--- config.mk ---
export PLATFORM = sky130hd
export DESIGN_NAME = hazard_ctrl_unit
export DESIGN_NICKNAME = d
export VERILOG_FILES = /design/src/rtl/hazard_ctrl_unit.sv
export SDC_FILE = /design/constraint.sdc
export NUM_CORES = 1
export LEC_CHECK = 0
export CORE_ASPECT_RATIO = 1.1
export CORE_UTILIZATION = 30
export CTS_BUF_LIST = sky130_fd_sc_hd__clkbuf_8
export CTS_CLUSTER_SIZE = 25
export DETAILED_ROUTE_END_ITERATION = 8
export DONT_BUFFER_PORTS = 1
export SLEW_MARGIN = 5
export SYNTH_ARGS = -nofsm -noshare
export SYNTH_HDL_FRONTEND = slang
export SYNTH_SLANG_ARGS = --single-unit
--- constraint.sdc ---
create_clock -name clk -period 3.3 [get_ports clk]
set_input_delay 0.495 -clock clk [delete_from_list [all_inputs] [get_ports clk]]
set_output_delay 0.495 -clock clk [all_outputs]
set_load 0.03 [all_outputs]
--- src/rtl/hazard_ctrl_unit.sv ---
// Hazard controller for the 5-stage RV32 pipeline: M/W operand forwarding, load-use stall,
// branch flush, a single-entry scoreboard for the multi-cycle MDU, an optional
// no-forwarding interlock mode and saturating stall/flush performance counters.
module hazard_ctrl_unit #(
  parameter int unsigned REG_AW      = 5,
  parameter int unsigned MDU_LATENCY = 4,
  parameter int unsigned FWD_EN      = 1,
  parameter int unsigned CNT_W       = 16
) (
  input  logic              clk,
  input  logic              rst_n,
  input  logic [REG_AW-1:0] Rs1_D,
  input  logic [REG_AW-1:0] Rs2_D,
  input  logic              MduOpD,
  input  logic [REG_AW-1:0] Rs1_E,
  input  logic [REG_AW-1:0] Rs2_E,
  input  logic [REG_AW-1:0] RD_E,
  input  logic              RegWriteE,
  input  logic              MemReadE,
  input  logic              PCSrcE,
  input  logic              MduStartE,
  input  logic [REG_AW-1:0] RD_M,
  input  logic              RegWriteM,
  input  logic [REG_AW-1:0] RD_W,
  input  logic              RegWriteW,
  output logic [1:0]        ForwardAE,
  output logic [1:0]        ForwardBE,
  output logic              StallF,
  output logic              StallD,
  output logic              FlushD,
  output logic              FlushE,
  output logic              MduBusy,
  output logic              MduDone,
  output logic [CNT_W-1:0]  StallCnt,
  output logic [CNT_W-1:0]  FlushCnt
);

  localparam int unsigned MduCntW = $clog2(MDU_LATENCY);
  localparam logic [MduCntW-1:0] MduLoad = MduCntW'(MDU_LATENCY - 1);
  localparam logic [CNT_W-1:0] CntMax = '1;

  typedef enum logic [0:0] {StIdle, StBusy} mdu_state_e;

  mdu_state_e        state_q, state_d;
  logic [MduCntW-1:0] cnt_q, cnt_d;
  logic [REG_AW-1:0] pend_rd_q, pend_rd_d;
  logic [CNT_W-1:0]  stall_cnt_q, stall_cnt_d;
  logic [CNT_W-1:0]  flush_cnt_q, flush_cnt_d;

  logic busy, done;
  logic lw_stall, il_stall, md_stall, stall;

  // Forward select for one E operand; M has priority over W, x0 never forwards.
  function automatic logic [1:0] fwd_sel(input logic [REG_AW-1:0] rs,
                                         input logic [REG_AW-1:0] rd_m, input logic we_m,
                                         input logic [REG_AW-1:0] rd_w, input logic we_w);
    logic [1:0] sel;
    sel = 2'b00;
    if (we_m && rd_m != '0 && rd_m == rs) begin
      sel = 2'b10;
    end else if (we_w && rd_w != '0 && rd_w == rs) begin
      sel = 2'b01;
    end
    return sel;
  endfunction

  // True when a nonzero D source is written by any in-flight E/M/W instruction.
  function automatic logic raw_hit(input logic [REG_AW-1:0] rs,
                                   input logic [REG_AW-1:0] rd_e, input logic we_e,
                                   input logic [REG_AW-1:0] rd_m, input logic we_m,
                                   input logic [REG_AW-1:0] rd_w, input logic we_w);
    return (rs != '0) && ((we_e && rs == rd_e) || (we_m && rs == rd_m) ||
                          (we_w && rs == rd_w));
  endfunction

  // MDU scoreboard next state: one outstanding op, counted down to its W-port cycle.
  always_comb begin
    state_d   = state_q;
    cnt_d     = cnt_q;
    pend_rd_d = pend_rd_q;
    busy      = 1'b0;
    done      = 1'b0;
    unique case (state_q)
      StIdle: begin
        if (MduStartE) begin
          state_d   = StBusy;
          cnt_d     = MduLoad;
          pend_rd_d = RD_E;
        end
      end
      StBusy: begin
        busy = 1'b1;
        if (cnt_q == '0) begin
          done    = 1'b1;
          state_d = StIdle;
        end else begin
          cnt_d = cnt_q - MduCntW'(1);
        end
      end
      default: state_d = StIdle;
    endcase
  end

  // Hazard detection and pipeline control; everything held low while in reset.
  always_comb begin
    ForwardAE = 2'b00;
    ForwardBE = 2'b00;
    lw_stall  = 1'b0;
    il_stall  = 1'b0;
    md_stall  = 1'b0;
    stall     = 1'b0;
    StallF    = 1'b0;
    StallD    = 1'b0;
    FlushD    = 1'b0;
    FlushE    = 1'b0;
    MduBusy   = 1'b0;
    MduDone   = 1'b0;
    if (rst_n) begin
      if (FWD_EN != 0) begin
        ForwardAE = fwd_sel(Rs1_E, RD_M, RegWriteM, RD_W, RegWriteW);
        ForwardBE = fwd_sel(Rs2_E, RD_M, RegWriteM, RD_W, RegWriteW);
      end else begin
        il_stall = raw_hit(Rs1_D, RD_E, RegWriteE, RD_M, RegWriteM, RD_W, RegWriteW) ||
                   raw_hit(Rs2_D, RD_E, RegWriteE, RD_M, RegWriteM, RD_W, RegWriteW);
      end
      lw_stall = MemReadE && RD_E != '0 && (RD_E == Rs1_D || RD_E == Rs2_D);
      md_stall = busy && ((pend_rd_q != '0 && (pend_rd_q == Rs1_D || pend_rd_q == Rs2_D)) ||
                          MduOpD);
      // A taken branch squashes the D instruction, so stalling it is pointless.
      stall   = (lw_stall || il_stall || md_stall) && !PCSrcE;
      StallF  = stall;
      StallD  = stall;
      FlushD  = PCSrcE;
      FlushE  = stall || PCSrcE;
      MduBusy = busy;
      MduDone = done;
    end
  end

  // Saturating performance counter next values.
  always_comb begin
    stall_cnt_d = stall_cnt_q;
    flush_cnt_d = flush_cnt_q;
    if (StallD && stall_cnt_q != CntMax) stall_cnt_d = stall_cnt_q + CNT_W'(1);
    if (FlushD && flush_cnt_q != CntMax) flush_cnt_d = flush_cnt_q + CNT_W'(1);
  end

  // State registers with synchronous active-low reset.
  always_ff @(posedge clk) begin
    if (!rst_n) begin
      state_q     <= StIdle;
      cnt_q       <= '0;
      pend_rd_q   <= '0;
      stall_cnt_q <= '0;
      flush_cnt_q <= '0;
    end else begin
      state_q     <= state_d;
      cnt_q       <= cnt_d;
      pend_rd_q   <= pend_rd_d;
      stall_cnt_q <= stall_cnt_d;
      flush_cnt_q <= flush_cnt_d;
    end
  end

  assign StallCnt = stall_cnt_q;
  assign FlushCnt = flush_cnt_q;

endmodule

==> flow_summary_export.csv, run 1 <==
group,metric,value,unit
run_status,outcome,"finished clean",
synth,synthTopCellsByArea,"dfxtp_1 (33%), xor2_1 (11%), xnor2_1 (9.1%)",
detailed_routing,drc,0,
sta,hold_violations,0,
detailed_routing,wl_per_cell,14.4,µm
synth,yosysUniqueCellTypes,38,
detailed_routing,ant_nets,0,
layout,nFillCells,811,
clocking,clk_pin_slew,0.09,ns
clocking,root_buffer,"clkbuf_8",
clocking,clk_path_buf_depth,2,
worst_setup_path,reg2reg_to,"StallCnt[14]",
min_path,whs_endpoint,"state_q",
synth,synth_xor_area_frac,0.204,
synth,synth_fp_nets,319,
floorplan,core,7600,µm²
synth,synthSimpleGateAreaFrac,0.270,
synth,syn_area,2400,µm²
sta,setup-violations-final,0,
layout,antennaDiodeCount,0,
detailed_routing,drt_pass1_iterations,4,
synth,ys_warn_count,0,
clocking,cts_tree,"built",
worst_setup_path,max_stage_delay,0.55,ns
placed_design,placed_area,2530,µm²
synth,syn_inst,272,
layout,fin_area,2620,µm²
floorplan,dieArea,8370,µm²
sta,timing.setup.tns,0,ns
sta,fin_crit,2.75,ns
flow_run,max_cap_viol_count,0,
synth,ys_seq_area_frac,0.333,
worst_setup_path,required,2.80,ns
detailed_routing,vias,1916,
synth,synthFlopType,"dfxtp_1",
detailed_routing,vias_per_cell,5.04,
synth,synth_top_area_frac,0.333,
floorplan,io_pins,86,
global_routing,grt_usage,0.127,
sta,rsz0062_at_grt,"false",
worst_setup_path,critPathTopFamily,"compound AO/OA/AOI/OAI gates",
global_routing,overflow,0,
power,p_leak,0.999,nW
placed_design,numPortBuffers,0,
layout,drive_above_1_share,0.0873,
floorplan,initial_utilization,0.316,
sta,fin_skew,0.0120,ns
synth,synth_most_common_cell,"dfxtp_1",
worst_setup_path,critPathSlowestCell,"or4_1",
sta,worstMarginPinSlew,0.840,ns
sta,period_share,0.835,
clocking,hold_buffers,0,
sta,slew_violations,0,
detailed_routing,wl,5.47,mm
worst_setup_path,critical_path_class,"register to primary output",
synth,ys_ff_latch,40,
clocking,clock_sinks,40,
synth,synth_top_family_by_area,"simple AND/OR/NAND/NOR gates",
worst_setup_path,rrSetupSlack,0.89,ns
worst_setup_path,start_kind,"register",
worst_setup_path,timing.critical_path.buf_inv,0,
synth,synthAdderAreaFrac,0.0156,
power,ir_drop,189,µV
floorplan,num_rows,33,
placed_design,hpwl,4.09,mm
clocking,htreeDepth,2,
synth,synthArstFlopShare,0,
clocking,post_cts_buffers,0,
clocking,clock_latency,0.29,ns
worst_setup_path,crit_path_cell_trace,"or4_1 > nor2_2 > nor4_2 > o31ai_4 > a21oi_2",
floorplan,die_h,95.9,µm
worst_setup_path,crit_path_end_kind,"primary output",
synth,syn_avg_cell_area,8.84,µm²
synth,synth_mux_area_frac,0.0750,
worst_setup_path,reg2reg_depth,7,
sta,clock.fmax,363,MHz
worst_setup_path,cp_max_fo,6,
synth,synth_top_cell_by_area,"dfxtp_1",
floorplan,die_w,87.3,µm
layout,final_nets,321,
worst_setup_path,r2r_start,"pend_rd_q[3]",
detailed_routing,dr.first_iter.drc_count,52,
power,power.density,365,nW/µm²
global_routing,grt_pass1_vias,1781,
min_path,whs_path_depth,1,
clocking,cts_resized,0,
min_path,min-delay-start,"rst_n",
synth,synth_common_cells,"dfxtp_1 (40), xor2_1 (31), nand2_1 (27), nor2_1 (27), xnor2_1 (25)",
synth,synth_compound_area_frac,0.0791,
placed_design,routabilityCongestion,0.770,
worst_setup_path,crit_arrival,2.26,ns
min_path,hold_path_class,"input port to register",
clocking,cts_buffers,5,
global_routing,grt_pass1_wl,8.35,mm
global_routing,antenna_found_initial,0,
global_routing,grt_max_degree,31,
sta,slew_headroom,0.440,
layout,area_growth,8.80,%
synth,synth-edff-count,0,
-- layer usage --
layer	wire length, µm	GRT usage	vias up
met5	0	0	-
met4	80	0.0410	0
met3	418	0.0480	9
met2	2590	0.214	60
met1	2380	0.149	898
li1	-	-	949
-- how the worst max path moves through the flow --
stage / from / end / cells past startpoint
final: pend_rd_q[3] / StallF / 5
after global routing: pend_rd_q[2] / StallF / 5
after CTS: pend_rd_q[3] / StallF / 5
after detailed placement: RD_E[0] / StallF / 5
after global placement: RD_E[4] / StallF / 5
after floorplan: rst_n / ForwardAE[0] / 4
-- registers in the layout (all words and copies together), names as in the netlist --
signal     flops
FlushCnt      16
StallCnt      16
cnt_q          2
pend_rd_q      5
state_q        1
-- placed cells by master (no fill, tap or decap), types with 5 or more instances in the layout --
cell type / count
and4_1: 5
and3_1: 9
xnor2_1: 25
mux2i_1: 18
nand3_1: 13
xor2_1: 31
nand4_1: 11
nand2_1: 27
or4_1: 6
nor2_1: 27
nand2b_1: 7
dfxtp_1: 40
clkbuf_8: 5
-- metrics by stage --
step / util / setup slack (ns) / hold slack [ns] / total power, W / std cells
CTS: 0.344 / 0.522 / 0.319 / 0.000970 / 380
finish: 0.344 / 0.546 / 0.331 / 0.000955 / 380
detailed placement: 0.333 / 0.688 / 0.457 / 0.000640 / 372
global placement: 0.333 / 0.748 / 0.451 / 0.000637 / 372
global route: 0.344 / 0.425 / 0.317 / 0.00101 / 380
floorplan: - / 0.497 / 0.437 / 0.000624 / 272
-- final cells by class --
cell class / count / area [µm²] / share of cell area
clock buffers: 5 / 68.8 / 0.0263
clock inverters: 3 / 18.8 / 0.00718
inverters: 5 / 18.8 / 0.00718
multi-input cells: 218 / 1550 / 0.591
flip-flops and latches: 40 / 801 / 0.306
well taps: 105 / 131 / 0.0502
repair buffers: 4 / 30.0 / 0.0115
-- where the power goes --
| part | switching [W] | internal (W) |
|---|---|---|
| clock | 0.000179 | 0.000148 |
| sequential | 0.0000185 | 0.000493 |
| combinational | 0.0000608 | 0.0000561 |
-- kinds of logic after synthesis --
kind of cell	after synthesis
flip-flops	40
buffers and inverters	14
AND/OR/NAND/NOR	123
multiplexers	18
XOR/XNOR	56
AO/OA/AOI/OAI	18
adder cells (fa/ha/maj)	3
Note: power is estimated with default switching activity, not from simulation.
==> inputs of run 2 (changes only) <==
Clock period 3.3 ns to 2.3 ns, I/O delays scaled along.
==> run 2 against run 1 <==
  * The run now ends with setup timing left
  * Core utilization grew 4.3 points
  * Clock-buffer cell count is the same
  * Sequential share of layout area shrank 3.4 points
==> flow_summary_export.csv, run 2 (synthesis gave the netlist of run 1 again) <==
group,metric,value,unit
run_status,outcome,"finished with violations",
run_status,violations,"setup timing",
power,ir_drop,215,µV
global_routing,grt_pass1_vias,1918,
layout,final_common_cell,"dfxtp_1",
min_path,hold_path_class,"input port to register",
floorplan,num_rows,33,
detailed_routing,dr.first_iter.drc_count,65,
clocking,cts_tree,"built",
layout,final_nets,356,
layout,area_growth,22.4,%
layout,fin_util,0.387,
worst_setup_path,required,1.96,ns
sta,fin_skew,0.00717,ns
clocking,clock_sinks,40,
sta,fin_crit,2.39,ns
sta,setup-violations-final,3,
layout,antennaDiodeCount,0,
power,netSwitchingFraction,0.243,
sta,rsz0062_at_grt,"true",
clocking,cts_buffers,5,
power,power_frac_comb,0.142,
sta,worst_slack,-0.0880,ns
floorplan,core,7600,µm²
clocking,hold_buffers,0,
detailed_routing,wl,5.65,mm
placed_design,placed_area,2790,µm²
global_routing,overflow,0,
clocking,clk_path_buf_depth,2,
detailed_routing,ant_nets,0,
placed_design,hpwl,4.36,mm
floorplan,io_pins,86,
worst_setup_path,reg2reg_depth,10,
sta,clock.fmax,419,MHz
sta,period_share,1.04,
worst_setup_path,crit_path_end_kind,"primary output",
worst_setup_path,crit_arrival,2.04,ns
power,p_leak,1.20,nW
power,p_int,0.00113,W
sta,worstMarginPinSlew,0.636,ns
placed_design,routabilityCongestion,0.751,
worst_setup_path,cp_max_fo,4,
floorplan,die_w,87.3,µm
sta,hold_violations,0,
clocking,root_buffer,"clkbuf_8",
clocking,clk_pin_slew,0.08,ns
sta,timing.setup.tns,-0.193,ns
detailed_routing,wl_per_cell,13.6,µm
global_routing,grt_max_degree,31,
sta,slew_violations,0,
power,p_clk_frac,0.374,
worst_setup_path,critical_path_class,"register to primary output",
layout,final_cell_mix,"dfxtp_1 (39), buf_4 (38), xor2_1 (31), nand2_1 (27), nor2_1 (27)",
global_routing,grt_usage,0.134,
worst_setup_path,start_kind,"register",
flow_run,max_cap_viol_count,0,
detailed_routing,vias,1986,
min_path,whs_path_depth,1,
layout,fin_area,2940,µm²
global_routing,grt_pass1_wl,8.76,mm
placed_design,numPortBuffers,0,
layout,drive_above_1_share,0.200,
power,p_seq_frac,0.484,
floorplan,initial_utilization,0.316,
detailed_routing,drt_pass1_iterations,4,
sta,slew_headroom,0.575,
detailed_routing,vias_per_cell,4.79,
power,power.density,506,nW/µm²
clocking,htreeDepth,2,
sta,hold_slack,0.186,ns
detailed_routing,drc,0,
floorplan,dieArea,8370,µm²
power,p_sw,0.000362,W
clocking,clock_latency,0.29,ns
floorplan,die_h,95.9,µm
global_routing,antenna_found_initial,0,
==> run 2: final timing paths <==
path / startpoint / endpoint / slack [ns]
worst min register to register: cnt_q[0] / cnt_q[0] / 0.47
worst max-delay path: pend_rd_q[3] / FlushE / -0.09
worst min-delay path: rst_n / state_q / 0.19
worst max register to register: pend_rd_q[4] / StallCnt[7] / 0.02
==> run 2: per-layer routing <==
metal / vias up / GRT usage / wire length (µm)
li1: 1015 / - / -
met4: 0 / 0.0478 / 78
met5: - / 0 / 0
met3: 7 / 0.0360 / 307
met2: 48 / 0.225 / 2640
met1: 916 / 0.164 / 2620
==> run 2: final cells by class <==
type / count / area, µm²
fill: 787 / 4660
timing repair buffer: 39 / 305
clock buffer: 5 / 68.8
clock inverter: 3 / 38.8
sequential: 40 / 802
multi-input combinational: 218 / 1580
tap: 105 / 131
inverter: 5 / 18.8
==> run 2: what timing repair did <==
| action | 4_1_cts | 5_1_grt |
|---|---|---|
| resized for setup | 3 | 1 |
| pin swaps | 2 | 1 |
| endpoints found under the setup margin | 3 | 4 |
| setup buffers | 2 | 2 |
==> run 2: per-stage QoR <==
stage	setup slack (ns)	cells	power, W
after floorplan	0.0474	272	0.000897
after global placement	0.0827	403	0.000930
after detailed placement	0.0773	403	0.000935
after CTS	-0.113	413	0.00151
after global routing	-0.173	415	0.00156
final	-0.0880	415	0.00149
==> run 2: worst max-delay path, stage by stage, from the launching register on <==
cell	delay (ns)
dfxtp_2	0.32
or4_4	0.54
nor2_4	0.13
nor4_4	0.07
o31ai_4	0.34
a31oi_1	0.15
buf_4	0.20
==> run 2: power groups by stage <==
stage	clock network (W)	registers, W	logic, W
global placement	0	0.000735	0.000195
global route	0.000608	0.000722	0.000235
CTS	0.000579	0.000720	0.000211
floorplan	0	0.000745	0.000152
detailed placement	0	0.000735	0.000199
finish	0.000557	0.000720	0.000211
==> inputs of run 3 (changes only) <==
Settings changed: CORE_UTILIZATION 30 to 28.
==> run 3 against run 2 <==
  * The flow still finishes with violations (setup timing)
  * Total power is 0.18% higher
  * Cell count rose by 0.72%
  * Sequential power is essentially flat
  * Highest routed layer unchanged
  * Routed wire length grew 2.2%
  * Design area shrank 0.72%
  * Flip-flop and latch count is the same
==> flow_summary_export.csv, run 3 (synthesis gave the netlist of run 1 again) <==
group,metric,value,unit
layout,multi_input_area,1580,µm²
layout,antennaDiodeCount,0,
sta,period_share,1.01,
flow_run,max_cap_viol_count,0,
worst_setup_path,start_kind,"register",
sta,worstMarginPinSlew,0.634,ns
worst_setup_path,crit_path_end_kind,"primary output",
worst_setup_path,r2r_start,"pend_rd_q[4]",
power,power.density,511,nW/µm²
floorplan,num_rows,35,
worst_setup_path,cp_max_fo,3,
sta,slew_violations,0,
clocking,clk_pin_slew,0.08,ns
layout,seq_area,805,µm²
global_routing,antenna_found_initial,0,
layout,final_common_cell,"dfxtp_1",
worst_setup_path,critPathTopFamily,"simple AND/OR/NAND/NOR gates",
clocking,clock_sinks,40,
global_routing,overflow,0,
floorplan,initial_utilization,0.287,
sta,setup-violations-final,1,
power,ir_drop,274,µV
sta,timing.setup.tns,-0.0130,ns
global_routing,grt_pass1_vias,1956,
global_routing,grt_max_degree,31,
layout,final_cell_mix,"dfxtp_1 (37), buf_4 (35), xor2_1 (31), nand2_1 (27), nor2_1 (27)",
floorplan,die_h,99.2,µm
global_routing,grt_pass1_wl,9.25,mm
layout,area_growth,21.5,%
layout,final_nets,353,
floorplan,core,8360,µm²
worst_setup_path,startpoint,"pend_rd_q[4]",
layout,nFillCells,885,
placed_design,numPortBuffers,0,
worst_setup_path,crit_path_cell_trace,"or4_4 > nor2_4 > nor4_4 > o31ai_4 > a31oi_1 > buf_4",
detailed_routing,vias_per_cell,4.79,
clocking,clock_latency,0.29,ns
floorplan,io_pins,86,
floorplan,die_w,90.3,µm
layout,drive_above_1_share,0.199,
detailed_routing,wl_per_cell,13.8,µm
min_path,min-delay-start,"rst_n",
placed_design,routabilityCongestion,0.740,
detailed_routing,drt_pass1_iterations,4,
worst_setup_path,critical_path_class,"register to primary output",
detailed_routing,dr.first_iter.drc_count,63,
detailed_routing,ant_nets,0,
clocking,hold_buffers,0,
clocking,clk_path_buf_depth,2,
worst_setup_path,timing.critical_path.buf_inv,1,
sta,clock.fmax,432,MHz
sta,slew_headroom,0.576,
floorplan,dieArea,8960,µm²
sta,hold_slack,0.185,ns
clocking,cts_buffers,5,
sta,rsz0062_at_grt,"true",
sta,fin_crit,2.31,ns
global_routing,grt_usage,0.128,
worst_setup_path,required,1.96,ns
worst_setup_path,critPathSlowestCell,"or4_4",
layout,fin_util,0.349,
detailed_routing,wl,5.77,mm
min_path,hold_path_class,"input port to register",
detailed_routing,vias,2004,
sta,fin_skew,0.0115,ns
sta,worst_slack,-0.0130,ns
clocking,htreeDepth,2,
clocking,root_buffer,"clkbuf_8",
run_status,violations,"setup timing",
worst_setup_path,max_stage_delay,0.54,ns
power,p_leak,1.19,nW
run_status,outcome,"finished with violations",
worst_setup_path,crit_arrival,1.97,ns
placed_design,hpwl,4.40,mm
detailed_routing,drc,0,
sta,hold_violations,0,
clocking,cts_tree,"built",
[run 3: changes by cell type in the layout (fill, tap and decap cells not counted)]
cell | before | now
buf_12 | 1 | 0
dfxtp_1 | 39 | 37
dfxtp_2 | 1 | 3
buf_6 | 0 | 1
buf_4 | 38 | 35
[run 3: power by group]
part | switching (W) | internal, W | leakage, nW | total, W
registers | 0.0000135 | 0.000708 | 0.325 | 0.000722
logic | 0.000109 | 0.0000962 | 0.804 | 0.000205
clock network | 0.000246 | 0.000318 | 0.0593 | 0.000564
total | 0.000369 | 0.00112 | 1.19 | 0.00149
[run 3: routing by layer]
layer  global-route usage  up-vias  share of wire
met5                    0        -              0
met4               0.0409        0          0.015
met3               0.0367        8          0.053
met2                0.221       50           0.48
met1                0.155      938           0.45
li1                     -     1008              -
[run 3: final cells by class]
type / instances / area share
Clock buffer: 5 / 0.0236
Clock inverter: 3 / 0.0133
Inverter: 5 / 0.00643
Multi-Input combinational cell: 218 / 0.540
Sequential cell: 40 / 0.275
Tap cell: 111 / 0.0476
Timing Repair Buffer: 36 / 0.0938
[run 3: path summary, 6_finish.rpt]
kind | end | slack [ns] | depth (start not counted)
worst max-delay path | FlushE | -0.01 | 6
worst min-delay path | state_q | 0.19 | 1
worst max register to register | StallCnt[11] | 0.12 | 9
worst min register to register | cnt_q[0] | 0.47 | 1
[run 3: through the flow]
| step | cells | total power [W] | cell area, µm² | setup WS, ns |
|---|---|---|---|---|
| floorplan | 272 | 0.000897 | 2420 | 0.0474 |
| global placement | 407 | 0.000924 | 2770 | 0.201 |
| detailed placement | 407 | 0.000929 | 2770 | 0.125 |
| CTS | 418 | 0.00151 | 2920 | -0.100 |
| global route | 418 | 0.00157 | 2920 | -0.145 |
| finish | 418 | 0.00149 | 2920 | -0.0130 |
[run 3: timing repair]
action                                  in CTS  in global routing
buffers inserted                             3                  0
resized for setup                            6                  1
endpoints found under the setup margin       3                  5
pin swaps                                    6                  3
